### src/rtl/arbiter_puf_pkg.sv
// rtl/arbiter_puf_pkg.sv - shared state encoding and LFSR constants for the arbiter PUF CRP controller
package arbiter_puf_pkg;

  typedef enum logic [2:0] {
    ST_IDLE,
    ST_CLEAR,
    ST_LOW,
    ST_LAUNCH,
    ST_SAMPLE,
    ST_NEXT,
    ST_DONE
  } crp_state_t;

  localparam int          LFSR_W        = 8;
  localparam logic [7:0]  LFSR_TAPS     = 8'hB8;
  localparam logic [7:0]  LFSR_ZERO_SUB = 8'h01;

  // Fibonacci step: feedback is the parity of the tapped bits, shifted in at bit 0.
  function automatic logic [7:0] lfsr_next(input logic [7:0] s);
    return {s[6:0], ^(s & LFSR_TAPS)};
  endfunction

endpackage

### src/rtl/crp_lfsr.sv
// rtl/crp_lfsr.sv - seeded 8-bit challenge LFSR (taps 8,6,5,4)
module crp_lfsr
  import arbiter_puf_pkg::*;
(
  input  logic              clk,
  input  logic              rst,
  input  logic              load,
  input  logic              step,
  input  logic [LFSR_W-1:0] seed,
  output logic [LFSR_W-1:0] state
);

  // An all-zero state would lock the LFSR, so a zero seed is substituted.
  always_ff @(posedge clk) begin
    if (rst) begin
      state <= '0;
    end else if (load) begin
      state <= (seed == '0) ? LFSR_ZERO_SUB : seed;
    end else if (step) begin
      state <= lfsr_next(state);
    end
  end

endmodule

### src/rtl/arbiter_crp_controller.sv
// rtl/arbiter_crp_controller.sv - arbiter PUF challenge/response sequencer; CRP_MAJORITY_VOTE_EN enables voting
module arbiter_crp_controller
  import arbiter_puf_pkg::*;
#(
  parameter int CH_W       = 8,
  parameter int RESP_BITS  = 32,
  parameter int SETTLE_CYC = 16,
  parameter int VOTE_N     = 5
) (
  input  logic                           clk,
  input  logic                           rst,
  input  logic                           start,
  input  logic [CH_W-1:0]                seed,
  output logic                           busy,
  output logic [CH_W-1:0]                puf_ch,
  output logic                           puf_launch,
  output logic                           puf_rst,
  input  logic                           puf_resp,
  output logic [RESP_BITS-1:0]           resp_word,
  output logic                           resp_valid,
  input  logic                           resp_ready,
  output logic [$clog2(RESP_BITS+1)-1:0] unstable_cnt
);

  localparam int BIT_W = (RESP_BITS > 1) ? $clog2(RESP_BITS) : 1;
  localparam int TMR_W = $clog2(SETTLE_CYC + 3);
  localparam logic [BIT_W-1:0] LAST_BIT   = BIT_W'(RESP_BITS - 1);
  localparam logic [TMR_W-1:0] LOW_END    = TMR_W'(SETTLE_CYC - 1);
  localparam logic [TMR_W-1:0] LAUNCH_END = TMR_W'(SETTLE_CYC + 1);

  if (SETTLE_CYC < 1) begin : g_bad_settle
    $error("SETTLE_CYC must be at least 1");
  end
  if (CH_W != LFSR_W) begin : g_bad_chw
    $error("CH_W must equal the LFSR width");
  end

  crp_state_t       state;
  logic [TMR_W-1:0] timer;
  logic [BIT_W-1:0] bit_cnt;
  logic [1:0]       sync;
  logic             new_bit;

  always_ff @(posedge clk) begin
    if (rst) sync <= '0;
    else     sync <= {sync[0], puf_resp};
  end

  crp_lfsr u_lfsr (
    .clk   (clk),
    .rst   (rst),
    .load  (state == ST_IDLE && start),
    .step  (state == ST_NEXT),
    .seed  (seed),
    .state (puf_ch)
  );

`ifdef CRP_MAJORITY_VOTE_EN
  localparam int ONES_W = $clog2(VOTE_N + 1);
  localparam logic [ONES_W-1:0] VOTE_L = ONES_W'(VOTE_N);
  localparam logic [ONES_W-1:0] HALF_L = ONES_W'(VOTE_N / 2);

  if (VOTE_N < 3 || (VOTE_N % 2) == 0) begin : g_bad_vote
    $error("VOTE_N must be odd and at least 3");
  end

  logic [ONES_W-1:0]              ones;
  logic [ONES_W-1:0]              eval_cnt;
  logic [$clog2(RESP_BITS+1)-1:0] unstable_q;

  assign new_bit      = ones > HALF_L;
  assign unstable_cnt = unstable_q;
`else
  logic samp_bit;

  assign new_bit      = samp_bit;
  assign unstable_cnt = '0;
`endif

  always_ff @(posedge clk) begin
    if (rst) begin
      state      <= ST_IDLE;
      timer      <= '0;
      bit_cnt    <= '0;
      busy       <= 1'b0;
      puf_launch <= 1'b0;
      puf_rst    <= 1'b1;
      resp_valid <= 1'b0;
      resp_word  <= '0;
`ifdef CRP_MAJORITY_VOTE_EN
      ones       <= '0;
      eval_cnt   <= '0;
      unstable_q <= '0;
`else
      samp_bit   <= 1'b0;
`endif
    end else begin
      case (state)
        ST_IDLE: begin
          if (start) begin
            state     <= ST_CLEAR;
            busy      <= 1'b1;
            bit_cnt   <= '0;
            resp_word <= '0;
`ifdef CRP_MAJORITY_VOTE_EN
            ones       <= '0;
            eval_cnt   <= '0;
            unstable_q <= '0;
`endif
          end
        end
        ST_CLEAR: begin
          state   <= ST_LOW;
          puf_rst <= 1'b0;
          timer   <= '0;
        end
        ST_LOW: begin
          if (timer == LOW_END) begin
            state      <= ST_LAUNCH;
            puf_launch <= 1'b1;
            timer      <= '0;
          end else begin
            timer <= timer + 1'b1;
          end
        end
        // Two extra cycles let the response cross the synchronizer before sampling.
        ST_LAUNCH: begin
          if (timer == LAUNCH_END) begin
            state      <= ST_SAMPLE;
            puf_launch <= 1'b0;
          end else begin
            timer <= timer + 1'b1;
          end
        end
        ST_SAMPLE: begin
`ifdef CRP_MAJORITY_VOTE_EN
          ones     <= ones + ONES_W'(sync[1]);
          eval_cnt <= eval_cnt + 1'b1;
          if (eval_cnt + 1'b1 < VOTE_L) begin
            state   <= ST_CLEAR;
            puf_rst <= 1'b1;
          end else begin
            state <= ST_NEXT;
          end
`else
          samp_bit <= sync[1];
          state    <= ST_NEXT;
`endif
        end
        ST_NEXT: begin
          resp_word <= {new_bit, resp_word[RESP_BITS-1:1]};
          puf_rst   <= 1'b1;
`ifdef CRP_MAJORITY_VOTE_EN
          if (ones != '0 && ones != VOTE_L) unstable_q <= unstable_q + 1'b1;
          ones     <= '0;
          eval_cnt <= '0;
`endif
          if (bit_cnt == LAST_BIT) begin
            state      <= ST_DONE;
            resp_valid <= 1'b1;
          end else begin
            state   <= ST_CLEAR;
            bit_cnt <= bit_cnt + 1'b1;
          end
        end
        ST_DONE: begin
          if (resp_ready) begin
            state      <= ST_IDLE;
            resp_valid <= 1'b0;
            busy       <= 1'b0;
          end
        end
        default: state <= ST_IDLE;
      endcase
    end
  end

endmodule
### config.mk
export PLATFORM = sky130hd
export DESIGN_NAME = arbiter_crp_controller
export DESIGN_NICKNAME = d
export VERILOG_FILES = /design/src/rtl/arbiter_puf_pkg.sv /design/src/rtl/crp_lfsr.sv /design/src/rtl/arbiter_crp_controller.sv
export SDC_FILE = /design/constraint.sdc
export NUM_CORES = 1
export LEC_CHECK = 0
export CAP_MARGIN = 20
export CELL_PAD_IN_SITES_DETAIL_PLACEMENT = 0
export CELL_PAD_IN_SITES_GLOBAL_PLACEMENT = 1
export CORE_ASPECT_RATIO = 1.4
export CORE_MARGIN = 5
export CORE_UTILIZATION = 33
export CTS_CLUSTER_SIZE = 14
export DETAILED_ROUTE_END_ITERATION = 8
export GPL_ROUTABILITY_DRIVEN = 1
export PLACE_DENSITY_LB_ADDON = 0.1
export SLEW_MARGIN = 20
export SYNTH_ARGS = -nofsm -noshare
export SYNTH_HDL_FRONTEND = slang
export SYNTH_SLANG_ARGS = --single-unit
### constraint.sdc
create_clock -name clk -period 5.4 [get_ports clk]
set_clock_uncertainty 0.05 [all_clocks]
set_input_delay 1.08 -clock clk [delete_from_list [all_inputs] [get_ports clk]]
set_output_delay 1.08 -clock clk [all_outputs]
set_load 0.005 [all_outputs]
==> results of run 1 <==
critical path: stages:
cell             delay (ns)
clkdlybuf4s50_1        0.56
or4b_1                 0.76
o32ai_2                0.37
a211oi_2               0.07
stage by stage:
stage          util [%]  setup WS, ns
4_1_cts           43.49         2.671
3_5_place_dp      41.12         2.320
6_report          43.53         2.700
5_1_grt           43.53         2.625
2_1_floorplan         -         3.175
3_3_place_gp      41.12         2.357
registers in the layout, summed over array words and instances (netlist names):
register      count
u_lfsr.state      8
resp_word        32
puf_launch        1
busy              1
puf_rst           1
sync              2
resp_valid        1
timer             5
state             3
new_bit           1
bit_cnt           5
worst max path at each step:
| stage | startpoint | end | cells past startpoint |
|---|---|---|---|
| global placement | start | u_lfsr.state[0]$_SDFFE_PP0P_ | 4 |
| floorplan | seed[5] | u_lfsr.state[0]$_SDFFE_PP0P_ | 4 |
| CTS | start | u_lfsr.state[0]$_SDFFE_PP0P_ | 4 |
| finish | start | u_lfsr.state[0]$_SDFFE_PP0P_ | 4 |
| global route | start | u_lfsr.state[0]$_SDFFE_PP0P_ | 5 |
| detailed placement | start | u_lfsr.state[0]$_SDFFE_PP0P_ | 4 |
kinds of logic after synthesis:
family,count (synthesis),synth area share (%)
buf+inv,32,6.375
compound gates,72,20.71
fa+ha+maj,7,3.356
simple gates,100,19.13
flops,60,46.02
xor+xnor,7,2.349
other cells,1,0.1437
mux,5,1.918
power breakdown:
part           internal (uW)  switching [uW]  total, uW
Sequential               456            16.5        473
Clock                    211             170        381
Combinational           51.8            57.7        109
layer usage:
layer / GRT usage, % / up-vias / routed length (um) / part of all wire (%)
li1: - / 1090 / - / -
met1: 16.69 / 1016 / 2933 / 46
met2: 20.80 / 37 / 3057 / 48
met3: 4.158 / 4 / 290 / 4.6
met4: 4.752 / 0 / 57 / 0.90
met5: 0 / - / 0 / 0
cells in the final DEF (no fill, tap or decap), drive strengths merged, types with 3 or more instances in the layout:
cell type,count
nor2b,9
mux2i,5
nor2,49
a22oi,32
o21ai,5
buf,4
clkbuf,11
xor2,5
dfxtp,60
clkinv,3
nand3,9
ha,7
conb,6
nand2b,4
nand3b,5
a211oi,8
nand2,10
a21oi,13
clkdlybuf4s50,55
inv,5
layout make-up:
class                      count  area [um^2]
multi-input combinational    197         1264
clock inverter                 5        52.55
timing repair buffer          59        580.6
sequential                    60         1201
fill                         794         4377
tap                          100        125.1
clock buffer                  11        131.4
inverter                       5        18.77
==> summary.txt, run 1 <==
Run status
  • Run status: complete, no violations

Global route
  • Largest net degree at the start of global routing: 57
  • Vias in the first global route: 2152
  • All-Layer GR Usage: 13.11%
  • Initial antenna violation count: 0
  • Global-route wire length before repair: 10530 um
  • Global route total overflow: 0

Floorplanning
  • Chip width: 85.16 um
  • Die Area: 0.009813 mm^2
  • Std cell rows: 38
  • Die height: 115.2 um
  • Initial Util: 33.68%
  • IO Count: 63
  • Core ar.: 0.007750 mm^2

Timing
  • RSZ-0062 raised after global routing: false
  • TNS Setup: 0 ns
  • Final worst-path cycle share: 50.00%
  • Upper clock frequency limit: 0.3703 GHz
  • Fin crit period: 2.700 ns
  • Smallest hold slack: 0.3847 ns
  • Final Hold Viols: 0
  • Fin. max-slew vios: 0
  • Worst-Margin Slew: 0.8204 ns
  • Setup-failing EPs final: 0
  • Worst rel slew slack: 45.23%

Clock tree
  • Hold Buf Count CTS: 0
  • CTS tree: yes
  • CTS Buffer Depth: 2
  • Sink Count: 60
  • Clock Pin Slew Worst Setup and Hold Paths: 0.07 ns
  • Root buffer cell: clkbuf_8
  • Post-CTS Setup Bufs: 0
  • CTS-repair resized insts: 0
  • Inserted Clock Buffers: 9
  • Clock Latency Late Sink: 0.32 ns
  • H-tree depth: 3

Worst setup path
  • R2r worst-path depth: 4
  • Worst Path Required: 5.54 ns
  • Worst EP arrival: 2.84 ns
  • Crit. End Element: register
  • R2R Path End: resp_word[30]$_SDFFE_PP0P_
  • RR Startpoint: state[0]$_SDFFE_PP0P_
  • Max FO, Critical Path: 15
  • Setup crit start kind: primary input
  • Crit Path Class: primary input to register
  • Reg2Reg Setup Slack: 3.07 ns

Synth
  • Asr flop ratio synth: 0%
  • Synth warn: 0
  • EDFF count, synth: 0
  • Synth top area share: 46.02%
  • Synth unique cells: 47
  • Mapped Area: 0.002610 mm^2
  • Yosys reg bits: 60
  • Synth area leader: dfxtp_1
  • Most frequent cells after synthesis: dfxtp_1 (60), nor2_1 (49), a22oi_1 (32), a21oi_1 (13), buf_2 (13)
  • Post-synthesis sequential area ratio: 46.02%
  • Syn avg cell area: 9.190 um^2
  • Top cells by area, synth: dfxtp_1 (46%), a22oi_1 (9.2%), nor2_1 (7.0%)
  • Most common cell in the synthesized netlist: dfxtp_1
  • Syn Inst Count: 284
  • Top FF cell, synth: dfxtp_1

Layout
  • P&R area growth vs syn: 29.24%
  • Fraction of layout cells with a size suffix above 1: 9.199%
  • Inserted Diodes: 0
  • Final std cell area, no fill: 0.003373 mm^2
  • Post-route insts no fill: 437
  • Nets@finish: 352

Drt
  • Pre-antenna DRT Iters: 4
  • Post-DR wirelength/cell: 14.50 um
  • Post-DRT Antenna Nets: 0
  • Drt total wl: 6338 um
  • Via count: 2147
  • DR iter-0 viols: 90
  • Vias per cell: 4.913
  • DRC viols: 0

Placed design
  • Dpl cell area: 0.003187 mm^2
  • HPWL Detailed: 4142 um
  • GP Congestion: 0.7046
  • Number of port buffers: 56
  • Placed insts: 421

Power and ir drop
  • PD cells: 285.4 mW/mm^2
  • Max IR drop VDD: 0.0001178 V
  • Leakage power: 0.001219 uW
  • Overall Power: 962.8 uW

Hold path
  • Worst min path class: register to register
  • Hold depth: 1
  • Worst hold path startpoint: sync[0]$_SDFF_PP0_
  • Hold EP: sync[1]$_SDFF_PP0_

Job
  • Maxcap violations: 0
Power figures use the tool's default switching activity.
==> run 2, diff against run 1 <==
Clock period 5.4 ns to 2.7 ns, I/O delays scaled along.
==> summary.txt, run 2 (synthesis gave the netlist of run 1 again) <==
Floorplanning
  • Std cell rows: 38
  • Chip width: 85.16 um
  • IO Count: 63
  • Initial Util: 33.68%
  • Die height: 115.2 um
  • Core ar.: 0.007750 mm^2
  • Die Area: 0.009813 mm^2

Layout
  • P&R area growth vs syn: 33.17%
  • Commonest non-fill, non-tap cells in the layout: dfxtp_1 (60), clkdlybuf4s50_1 (55), nor2_1 (48)
  • Top reg by flops: resp_word
  • Final std cell area, no fill: 0.003476 mm^2
  • Nets@finish: 359
  • Fraction of layout cells with a size suffix above 1: 11.37%
  • Commonest non-fill, non-tap cell in the layout: dfxtp_1
  • Largest register FFs: 32
  • # fillers: 791
  • Inserted Diodes: 0
  • Top Registers: resp_word: 32 flops, u_lfsr.state: 8 flops

Hold path
  • Worst hold path startpoint: sync[0]$_SDFF_PP0_
  • Worst min path class: register to register
  • Hold depth: 1

Timing
  • RSZ-0062 raised after global routing: false
  • Setup-failing EPs final: 0
  • TNS Setup: 0 ns
  • Final Hold Viols: 0
  • Final worst-path cycle share: 70.06%
  • Upper clock frequency limit: 0.5287 GHz
  • Fin. max-slew vios: 0
  • Fin crit period: 1.892 ns

Worst setup path
  • R2r worst-path depth: 7
  • Worst EP arrival: 2.05 ns
  • Critical path origin: start
  • Max FO, Critical Path: 9
  • Crit. End Element: register
  • RR Startpoint: bit_cnt[0]$_SDFFE_PP0P_
  • Worst Path Required: 2.86 ns
  • Crit Path Class: primary input to register
  • Setup crit start kind: primary input

Power and ir drop
  • Max IR drop VDD: 0.0002857 V
  • PD cells: 596.0 mW/mm^2
  • Leakage power: 0.001274 uW

Clock tree
  • Hold Buf Count CTS: 0
  • Root buffer cell: clkbuf_8
  • Clock Latency Late Sink: 0.32 ns
  • CTS tree: yes
  • Clock Pin Slew Worst Setup and Hold Paths: 0.07 ns
  • H-tree depth: 3
  • Inserted Clock Buffers: 9
  • CTS-repair resized insts: 0
  • CTS Buffer Depth: 2
  • Post-CTS Setup Bufs: 0
  • Sink Count: 60

Drt
  • Vias per cell: 4.842
  • DR iter-0 viols: 128
  • Post-DR wirelength/cell: 14.16 um
  • Pre-antenna DRT Iters: 4
  • Via count: 2145
  • Drt total wl: 6271 um
  • Post-DRT Antenna Nets: 0
  • DRC viols: 0

Job
  • Maxcap violations: 0

Global route
  • All-Layer GR Usage: 13.52%
  • Global route total overflow: 0
  • Largest net degree at the start of global routing: 36
  • Global-route wire length before repair: 10640 um
  • Initial antenna violation count: 0
  • Vias in the first global route: 2210

Run status
  • Run status: complete, no violations

Placed design
  • Dpl cell area: 0.003252 mm^2
  • Number of port buffers: 56
  • HPWL Detailed: 4348 um
  • GP Congestion: 0.7559
run 2: changes by cell type in the layout (fill, tap and decap cells not counted), sizes merged:
cell | previous run | this run
bufinv | 1 | 2
buf | 4 | 11
clkinv | 3 | 1
run 2: final timing paths:
check | slack, ns | endpoint
setup reg to reg | 0.84 | bit_cnt[3]$_SDFFE_PP0P_
hold / removal | 0.39 | sync[1]$_SDFF_PP0_
hold reg to reg | 0.39 | sync[1]$_SDFF_PP0_
setup / recovery | 0.81 | u_lfsr.state[7]$_SDFFE_PP0P_
run 2: final cells by class:
type	instances	area (um^2)	area share, %
inverters	5	18.77	0.5400
flip-flops and latches	60	1201	34.56
clock inverters	4	72.57	2.088
well taps	100	125.1	3.600
repair buffers	66	643.1	18.50
multi-input cells	197	1264	36.36
clock buffers	11	151.4	4.356
run 2: stage by stage:
stage | worst slack, ns | hold slack [ns] | utilization [%] | power [uW] | cells
global placement | 0.4544 | 0.3672 | 41.96 | 1195 | 428
detailed placement | 0.4606 | 0.3799 | 41.96 | 1196 | 428
floorplan | 0.9872 | 0.3638 | - | 1112 | 289
finish | 0.8084 | 0.3906 | 44.85 | 2072 | 443
global route | 0.6916 | 0.4238 | 44.85 | 2182 | 443
CTS | 0.8068 | 0.3957 | 44.85 | 2113 | 443
run 2: report_power, final:
part | switching [uW] | leakage [uW] | internal (uW)
sequential | 27.1 | 0.000487 | 912
clock | 336 | 0.000111 | 563
combinational | 121 | 0.000676 | 112
total | 484 | 0.00127 | 1590
run 2: critical path: stages:
cell	delay, ns
clkdlybuf4s50_1	0.55
or4b_1	0.54
buf_4	0.22
nor2_1	0.14
a211oi_2	0.06
run 2: routing by layer:
| layer | vias up | wire length [um] | track usage (%) | part of all wire [%] |
|---|---|---|---|---|
| li1 | 1105 | - | - | - |
| met1 | 990 | 2799 | 16.09 | 45 |
| met2 | 45 | 3148 | 22.87 | 50 |
| met3 | 5 | 262 | 3.656 | 4.2 |
| met4 | 0 | 60 | 5.702 | 0.96 |
| met5 | - | 0 | 0 | 0 |
